--- src/rtl/instr_fetch_pkg.sv ---
// Shared CPU definitions: the fetch sequencer state encoding and the machine word width.
package instr_fetch_pkg;

    localparam int WORD_W = 32;

    typedef enum logic [1:0] {
        IDLE = 2'd0,
        WAIT = 2'd1,
        DONE = 2'd2
    } fetch_state_e;

endpackage

--- src/rtl/instr_fetch.sv ---
// Instruction fetch sequencer: one memory read per accepted start, result loaded into the IR,
// with a bounded wait and a sticky timeout flag.
module instr_fetch
    import instr_fetch_pkg::*;
#(
    parameter int                TIMEOUT  = 15,
    parameter logic [WORD_W-1:0] RESET_IR = 32'h0
) (
    input  logic              clock,
    input  logic              clear,
    input  logic              start,
    input  logic [WORD_W-1:0] pc_in,
    output logic [WORD_W-1:0] mem_addr,
    output logic              mem_rd,
    input  logic [WORD_W-1:0] mem_data_in,
    input  logic              mem_ready,
    output logic [WORD_W-1:0] ir_out,
    output logic              inc_pc,
    output logic              done,
    output logic              busy,
    output logic              err
);

    localparam int              CNT_W    = $clog2(TIMEOUT + 1);
    localparam logic [CNT_W-1:0] CNT_LAST = CNT_W'(TIMEOUT - 1);

    fetch_state_e      state_q, state_d;
    logic [WORD_W-1:0] addr_q, addr_d;
    logic [WORD_W-1:0] ir_q, ir_d;
    logic [CNT_W-1:0]  cnt_q, cnt_d;
    logic              err_q, err_d;

    always_comb begin
        state_d = state_q;
        addr_d  = addr_q;
        ir_d    = ir_q;
        cnt_d   = cnt_q;
        err_d   = err_q;
        unique case (state_q)
            IDLE: begin
                if (start) begin
                    addr_d  = pc_in;
                    cnt_d   = '0;
                    err_d   = 1'b0;
                    state_d = WAIT;
                end
            end
            WAIT: begin
                // A ready on the final permitted edge still completes the fetch.
                if (mem_ready) begin
                    ir_d    = mem_data_in;
                    state_d = DONE;
                end else if (cnt_q == CNT_LAST) begin
                    err_d   = 1'b1;
                    state_d = IDLE;
                end else begin
                    cnt_d = cnt_q + 1'b1;
                end
            end
            DONE:    state_d = IDLE;
            default: state_d = IDLE;
        endcase
    end

    always_ff @(posedge clock) begin
        if (!clear) begin
            state_q <= IDLE;
            addr_q  <= '0;
            ir_q    <= RESET_IR;
            cnt_q   <= '0;
            err_q   <= 1'b0;
        end else begin
            state_q <= state_d;
            addr_q  <= addr_d;
            ir_q    <= ir_d;
            cnt_q   <= cnt_d;
            err_q   <= err_d;
        end
    end

    // Strobes are pure state decodes, so no input reaches an output combinationally.
    assign mem_rd   = (state_q == WAIT);
    assign done     = (state_q == DONE);
    assign inc_pc   = (state_q == DONE);
    assign busy     = (state_q == WAIT) || (state_q == DONE);
    assign mem_addr = addr_q;
    assign ir_out   = ir_q;
    assign err      = err_q;

endmodule

--- config.mk ---
export PLATFORM = sky130hd
export DESIGN_NAME = instr_fetch
export DESIGN_NICKNAME = d
export VERILOG_FILES = /design/src/rtl/instr_fetch_pkg.sv /design/src/rtl/instr_fetch.sv
export SDC_FILE = /design/constraint.sdc
export NUM_CORES = 1
export LEC_CHECK = 0
export ABC_CLOCK_PERIOD_IN_PS = 1600
export CAP_MARGIN = 40
export CORE_MARGIN = 4
export CORE_UTILIZATION = 39
export CTS_CLUSTER_SIZE = 28
export DETAILED_ROUTE_END_ITERATION = 8
export HOLD_SLACK_MARGIN = 0.03
export PLACE_DENSITY_LB_ADDON = 0.25
export SETUP_SLACK_MARGIN = 0.5
export SLEW_MARGIN = 0
export SYNTH_ARGS = -nofsm -noshare
export SYNTH_HDL_FRONTEND = slang
export SYNTH_SLANG_ARGS = --single-unit
--- constraint.sdc ---
create_clock -name clock -period 1.6 [get_ports clock]
set_input_delay 0.16 -clock clock [delete_from_list [all_inputs] [get_ports clock]]
set_output_delay 0.16 -clock clock [all_outputs]
set_load 0.005 [all_outputs]
Yosys cells after proc, flatten, opt, wreduce, memory -nomap -nowiden
Cells that the tools add are included.
{"block": "totals", "wordCells": 34, "output_inout_bits": 69, "inputBits": 68, "reg_bits": 71}
{"block": "classes", "n_reduce_logical": 8, "mux": 12, "n_eq_ne": 8, "addsub": 1}
{"op": "4-bit 2-to-1 mux", "n": 3}
{"op": "4-bit one-hot mux with 2 select lines", "n": 1}
{"op": "4-bit AND reduction", "n": 2}
{"op": "2-bit 2-to-1 mux", "n": 3}
{"op": "2-bit != test, second input constant", "n": 3}
{"op": "2-bit AND reduction", "n": 3}
{"op": "4-bit by 1-bit adder with 4-bit output, second input constant", "n": 1}
{"op": "4-bit equality test, second input constant", "n": 1}
{"op": "2-bit one-hot mux with 2 select lines", "n": 1}
{"op": "1-bit 2-to-1 mux", "n": 3}
{"op": "3-bit by 1-bit != test with 1-bit output, second input constant", "n": 1}
{"op": "2-bit by 1-bit equality test with 1-bit output, second input constant", "n": 1}
{"op": "2-bit equality test, second input constant", "n": 1}
{"op": "2-bit logical NOT", "n": 1}
{"op": "2-bit by 1-bit != test with 1-bit output, second input constant", "n": 1}
{"op": "1-bit one-hot mux with 2 select lines", "n": 1}
{"op": "2-bit nonzero test", "n": 1}
{"op": "1-bit logical OR", "n": 1}

Logic depth before layout (Yosys ltp)
{"block": "depth", "word_depth": 4, "depth_mapped": 7, "mapped_depth_nobuf": 5}

Least setup slack after synthesis
OpenSTA, ideal clock, no wires.
{"block": "synth_path", "path_kind": "register -> register", "startpoint": "reg state_q[1]", "endpoint": "reg err_q, in the netlist err", "n_path_buf": 1, "stages_incl_launch_ff": 7, "slack_ps": 100, "arrival_time_ps": 1382, "synth_period_minus_slack_ps": 1500, "required_time_ps": 1481, "setup_ps": 119, "cell_sequence": "dfxtp_1 inv_1 ha_1 and2_1 buf_2 or2_1 o221a_1"}
{"block": "synth_via", "elab_chain_len": 3, "elab_cells_between_ends": 8, "cone_classes": "4 x eq/ne; 1 x mux; 3 x reduce/logical"}
{"item": "from (decl)", "line_no": "instr_fetch.sv:27", "text": "fetch_state_e state_q, state_d;"}
{"item": "from (signal assigned)", "line_no": "instr_fetch.sv:73", "text": "state_q <= state_d;"}
{"item": "2-bit by 1-bit equality test with 1-bit output or 2-bit logical NOT (tied branches)", "line_no": "instr_fetch.sv:39", "text": "unique case (state_q)"}
{"item": "2-bit by 1-bit != test with 1-bit output (no source line) (tied with other cells)"}
{"item": "4-bit AND reduction (no source line)"}
{"item": "to (signal assigned)", "line_no": "instr_fetch.sv:77", "text": "err_q <= err_d;"}
{"item": "to (decl)", "line_no": "instr_fetch.sv:31", "text": "logic err_q, err_d;"}
Several ways; a longest one is shown, not always the timed one.
A chain may end at the register's enable or synchronous reset.

Final worst setup path
{"block": "layout_path", "startpoint": "reg state_q[0]", "endpoint": "reg ir_q[8], in the netlist ir_out[8]"}
{"block": "layout_via", "elab_chain_len": 2}
{"item": "2-bit by 1-bit equality test with 1-bit output", "line_no": "instr_fetch.sv:39"}
{"item": "2-bit AND reduction (no source line)"}
{"item": "to (signal assigned)", "line_no": "instr_fetch.sv:75", "text": "ir_q <= ir_d;"}
{"item": "to (decl)", "line_no": "instr_fetch.sv:29", "text": "logic [WORD_W-1:0] ir_q, ir_d;"}
No other way between the ends.

==> flow_summary.json <==
{
  "status": "finished, final reports clean",
  "max_cap_viol_count": 0,
  "hold_end": "ir_out[30]",
  "regArea_mm2": 0.001459,
  "io_pins": 137,
  "syn_inst": 333,
  "synth.distinct_cells": 29,
  "fill_cells": 377,
  "grt_pass1_vias": 2795,
  "start_util_pct": 41.07,
  "antenna_found_initial": 0,
  "drcViolationCount": 0,
  "core_mm2": 0.006495,
  "holdPathStages": 3,
  "synth_seq_area_share_pct": 53.28,
  "path_buf_inv": 4,
  "hold_path.startpoint": "mem_data_in[30]",
  "hold_viol": 0,
  "p_sw_mw": 1.257,
  "slowest_stage": "dfxtp_4",
  "synth_area_leaders": "dfxtp_1 (53%), nand2_1 (19%), a21oi_1 (12%)",
  "async_flop_share_pct": 0,
  "grt_pass1_wl_um": 14360,
  "detailed_place_hpwl_um": 5284,
  "fp.dieW_um": 90.71,
  "slew_viol_final": 0,
  "grt_max_degree": 65,
  "via_per_inst": 5.138,
  "syn-num-nets": 407,
  "skew_ps": 6.663,
  "yosys_warnings": 0,
  "clock-sinks": 71,
  "grt-ovfl-total": 0,
  "rsz0062_at_grt": "true",
  "insertion_delay_ps": 340,
  "synth_common_cells": "nand2_1 (136), dfxtp_1 (71), a21oi_1 (65)",
  "critPathKind": "flip-flop to flip-flop",
  "p_int_mw": 3.287,
  "gp_congestion": 0.7667,
  "leakage_nw": 2.233,
  "r2r_setup_slack_ps": 160,
  "dp.cells": 530,
  "finalInstanceArea_mm2": 0.005394,
  "p_per_area_mw_per_mm2": 842.5,
  "wirelength_um": 10540,
  "cts_buffers": 9,
  "synth.most_common_cell": "nand2_1",
  "synth_area_leader_cell": "dfxtp_1",
  "switching_share_pct": 27.67,
  "vias": 2970,
  "hold_path_class": "input pin to flip-flop",
  "gr-usage-all-layers_pct": 21.83,
  "dr.first_iter.drc_count": 81,
  "worst-r2r-cell-count": 8,
  "areaGrowthSynthToFinish_pct": 102.2,
  "critPathMaxStageDelay_ps": 370,
  "ys_ff_latch": 71,
  "crit_required_ps": 1870,
  "peakVddDrop_v": 0.0007118,
  "syn_area_mm2": 0.002668,
  "diodes": 0,
  "wl_per_cell_um": 18.24,
  "setup_viol": 0,
  "avgSynthCellArea_um2": 8.011,
  "ys.flop_type": "dfxtp_1",
  "startpoint_type": "flip-flop",
  "rows": 29,
  "r2r_end": "ir_out[8]",
  "clockRootBuffer": "clkbuf_8",
  "slew_headroom_pct": 72.97,
  "firstDrtPassIters": 4,
  "pwr-share-comb_pct": 25.8,
  "crit_arrival_ps": 1710,
  "critPathMaxFanout": 8,
  "synth_top_area_share_pct": 53.28,
  "clk_pin_slew_ps": 80,
  "htree_levels": 3,
  "min_period_ps": 1442,
  "tightest_slew_ps": 405.5,
  "final_cells": 578,
  "crit_family": "buffers and inverters",
  "tns_ps": 0,
  "max_freq_mhz": 693.7,
  "path_cells": "buf_6 > ha_4 > buf_6 > nand2_8 > buf_12 > buf_16 > nand2_1 > a21oi_2",
  "pwr-share-clk_pct": 31.7,
  "cts_tree": "done",
  "cpMostUsedCell": "buf_6",
  "finalCritPeriodShare_pct": 90.10,
  "rr_startpoint": "state_q[0]",
  "clockBufferDepth": 2,
  "synth_edf_count": 0,
  "drive_gt1_share_pct": 41.12,
  "hold_buffers": 0,
  "layout.nets": 571,
  "die_area_mm2": 0.008227,
  "dpl_cell_area_mm2": 0.004150,
  "p_seq_share_pct": 42.5,
  "io_buffers": 136,
  "end_kind": "flip-flop",
  "finish.utilization_pct": 83.05,
  "drtAntennaViolNets": 0,
  "die_y_um": 90.71,
  "multi_input_area_mm2": 0.001664
}
-- per-layer routing --
layer,global-route usage (%),up-vias,part of all wire [%]
met3,7.917,8,6.7
met4,6.888,0,0.74
met5,0,-,0
met2,38.23,103,53
met1,24.54,1441,39
li1,-,1418,-
-- how the worst max path moves through the flow --
stage          startpoint  cells after the start  slack (ps)   endpoint
4_1_cts        state_q[0]                      5         190        err
2_1_floorplan  state_q[1]                      6         220        err
3_5_place_dp        start                      4         100        err
6_report       state_q[0]                      8         160  ir_out[8]
5_1_grt        state_q[0]                      5         130   cnt_q[0]
3_3_place_gp        start                      4         120        err
-- flip-flops by register name, indices dropped and copies added (netlist names) --
signal,cells
cnt_q,4
err,1
ir_out,32
mem_addr,32
state_q,2
-- area by class of cell --
type,count,share of cell area (%)
Timing Repair Buffer,176,36.12
Sequential cell,71,27.05
Tap cell,77,1.786
Inverter,6,0.5567
Clock buffer,10,2.552
Multi-Input combinational cell,233,30.85
Clock inverter,5,1.090
-- cell families after synthesis --
logic type / Yosys count / share of synthesized area (%)
mux: 3 / 1.126
compound gates: 72 / 14.73
simple gates: 152 / 23.45
fa+ha+maj: 6 / 2.814
flops: 71 / 53.28
buf+inv: 29 / 4.597
-- power by group through the flow --
stage	clock, mW	sequential (mW)	combinational, mW
after CTS	1.44	1.91	0.988
final	1.44	1.93	1.17
after global placement	0	1.95	0.717
after detailed placement	0	1.96	0.726
after global routing	1.54	1.94	1.24
after floorplan	0	1.96	0.284
-- cells in the final DEF (no fill, tap or decap), types with 2 or more instances in the layout --
cell	count
clkbuf_8	10
o221a_2	2
nand2_8	2
and2_4	2
buf_12	9
nand2_2	14
dlygate4sd2_1	19
dfxtp_4	2
dfxtp_2	24
clkdlybuf4s50_1	67
a31oi_1	2
mux2i_1	2
buf_16	10
dfxtp_1	45
a21oi_2	43
nand3_1	2
ha_4	4
buf_6	10
clkdlybuf4s15_1	32
a21oi_1	22
nand2_1	90
clkinvlp_4	2
clkbuf_16	2
inv_1	3
buf_4	12
nand2_4	30
clkbuf_2	14
-- worst reg2reg max path, stage by stage, from the launching register on --
cell	delay, ps
dfxtp_4	370
buf_6	120
ha_4	150
buf_6	130
nand2_8	120
buf_12	120
buf_16	120
nand2_1	90
a21oi_2	150
-- per-stage QoR --
stage,setup WS (ps),hold WS [ps],power [mW]
after global placement,122.4,440.5,2.669
after floorplan,216.3,296.0,2.248
after CTS,190.5,355.8,4.346
final,158.4,366.1,4.544
after global routing,127.8,367.4,4.714
after detailed placement,96.72,445.5,2.684
-- timing repair --
action / CTS / global route
endpoints found under the setup margin: 140 / 123
buffers inserted: 17 / 4
cloned: 10 / 2
resized for setup: 143 / 183
pin swaps: 10 / 50
hold endpoints to repair: 0 / 0
No activity file was read; power rests on OpenSTA's default activity.
==> RTL change: new RTL, config.mk and constraints unchanged <==
The parameter `TIMEOUT` goes from 15 to 14.
--- a/src/rtl/instr_fetch.sv
+++ b/src/rtl/instr_fetch.sv
@@ -3,7 +3,7 @@
 module instr_fetch
     import instr_fetch_pkg::*;
 #(
-    parameter int                TIMEOUT  = 15,
+    parameter int                TIMEOUT  = 14,
     parameter logic [WORD_W-1:0] RESET_IR = 32'h0
 ) (
     input  logic              clock,
Behaviour: same outputs for any inputs over 10 cycles, from zero or initial values; that may be too few to reach the edited logic, so the function may still have changed.
==> RTL change against the unedited design <==
- cell area is 1.4% higher
- setup slack worse by 0.044 ns
- total power is 3.6% higher
- count of clock-buffer cells in the layout is 1 higher
- area after synthesis hardly changed
- final cell count is 2.2% higher
- core utilization is 1.1 points higher
- sequential cell count stayed put
- via count is 5.3% higher
- clock power is 6% higher
- wire length is 13% higher
- largest cell class unchanged
- highest routed layer unchanged
==> RTL change: results (changes against the unedited design) <==
| Metric | Value |
|---|---|
| Filler Cell Count | `349 (was 377)` |
| Outcome | `finished, final reports clean (unchanged)` |
| Total track usage | `22.6% (was 21.8%)` |
| Gate family responsible for the most delay along the worst path | `flip-flops (was buffers and inverters)` |
| Worst Hold Launch | `mem_data_in[6] (was mem_data_in[30])` |
| Fin Clk Skew | `0.0118 ns (was 0.00666 ns)` |
| Mean area per synthesized cell | `8.02 um^2 (was 8.01 um^2)` |
| Post-detailed-route via-to-cell ratio | `5.29 (was 5.14)` |
| Proportion of layout cells with a drive suffix above 1 | `48.6% (was 41.1%)` |
| IO buf count | `136 (unchanged)` |
| Most used flip-flop cell after synthesis | `sky130_fd_sc_hd__dfxtp_1 (unchanged)` |
| Clock network latency to the later pin of the worst-skew pair | `0.36 ns (was 0.34 ns)` |
| Placer's final routability congestion estimate | `0.727 (was 0.767)` |
| Number of buffers created by CTS | `9 (unchanged)` |
| Worst voltage drop across the vdd grid | `0.606 mV (was 0.712 mV)` |
| Data arrival time of the worst path | `1.75 ns (was 1.71 ns)` |
| Total wire length | `11900 um (was 10500 um)` |
| Vias post-DR | `3126 (was 2970)` |
| Dpl ws | `0.0779 ns (was 0.0967 ns)` |
| Area of placed instances | `0.00413 mm^2 (was 0.00415 mm^2)` |
| Standby leakage power | `2.35 nW (was 2.23 nW)` |
| Post-layout nets | `583 (was 571)` |
| Combined area of the multi-input logic cells | `0.00173 mm^2 (was 0.00166 mm^2)` |
| Worst rel slew slack | `41.5% (was 73.0%)` |
| Synthesized Nets | `407 (unchanged)` |
| Initial DRC count | `109 (was 81)` |
-- RTL change: changes by cell type after synthesis, sizes merged --
cell / before / now
nand3: 3 / 2
nand3b: 1 / 2
-- RTL change: report_power, final --
group          total [mW]  internal (mW)  switching [mW]
logic                1.24          0.675           0.565
clock network        1.52          0.802           0.714
registers            1.95           1.88          0.0753
total                4.71           3.35            1.35
-- RTL change: worst paths after layout --
| check | endpoint | slack [ns] | depth (start not counted) |
|---|---|---|---|
| worst min register to register | ir_out[20] | 0.46 | 2 |
| worst max register to register | mem_addr[1] | 0.11 | 7 |
| worst min-delay path | ir_out[6] | 0.34 | 3 |
| worst max-delay path | mem_addr[1] | 0.11 | 7 |
-- RTL change: area by class of cell --
| type | instances | area share (%) |
|---|---|---|
| repair buffers | 188 | 35.1 |
| clock buffers | 11 | 2.77 |
| flip-flops and latches | 71 | 27.2 |
| multi-input cells | 233 | 31.6 |
| inverters | 6 | 0.503 |
| well taps | 77 | 1.76 |
| clock inverters | 5 | 1.03 |
-- RTL change: timing repair --
action                                  CTS  global route
endpoints found under the setup margin  139           133
buffers inserted                         12            24
cloned                                    6             3
gates resized for setup                 221           168
pin swaps                                48            30
hold buffers                              0             0
-- RTL change: cells by family after synthesis --
| logic type | count (synthesis) | synth area share (%) |
|---|---|---|
| AOI/OAI and AO/OA | 72 | 14.7 |
| muxes | 3 | 1.12 |
| and+or+nand+nor | 152 | 23.5 |
| DFF | 71 | 53.2 |
| buffers and inverters | 29 | 4.59 |
| adders and majority gates | 6 | 2.81 |
-- RTL change: routing by layer --
metal  track usage [%]  vias up  wire, um
met3              8.25       32      1060
li1                  -     1443         -
met2              39.3      163      5920
met4              7.91        0       329
met1              25.4     1488      4590
met5                 0        -         0
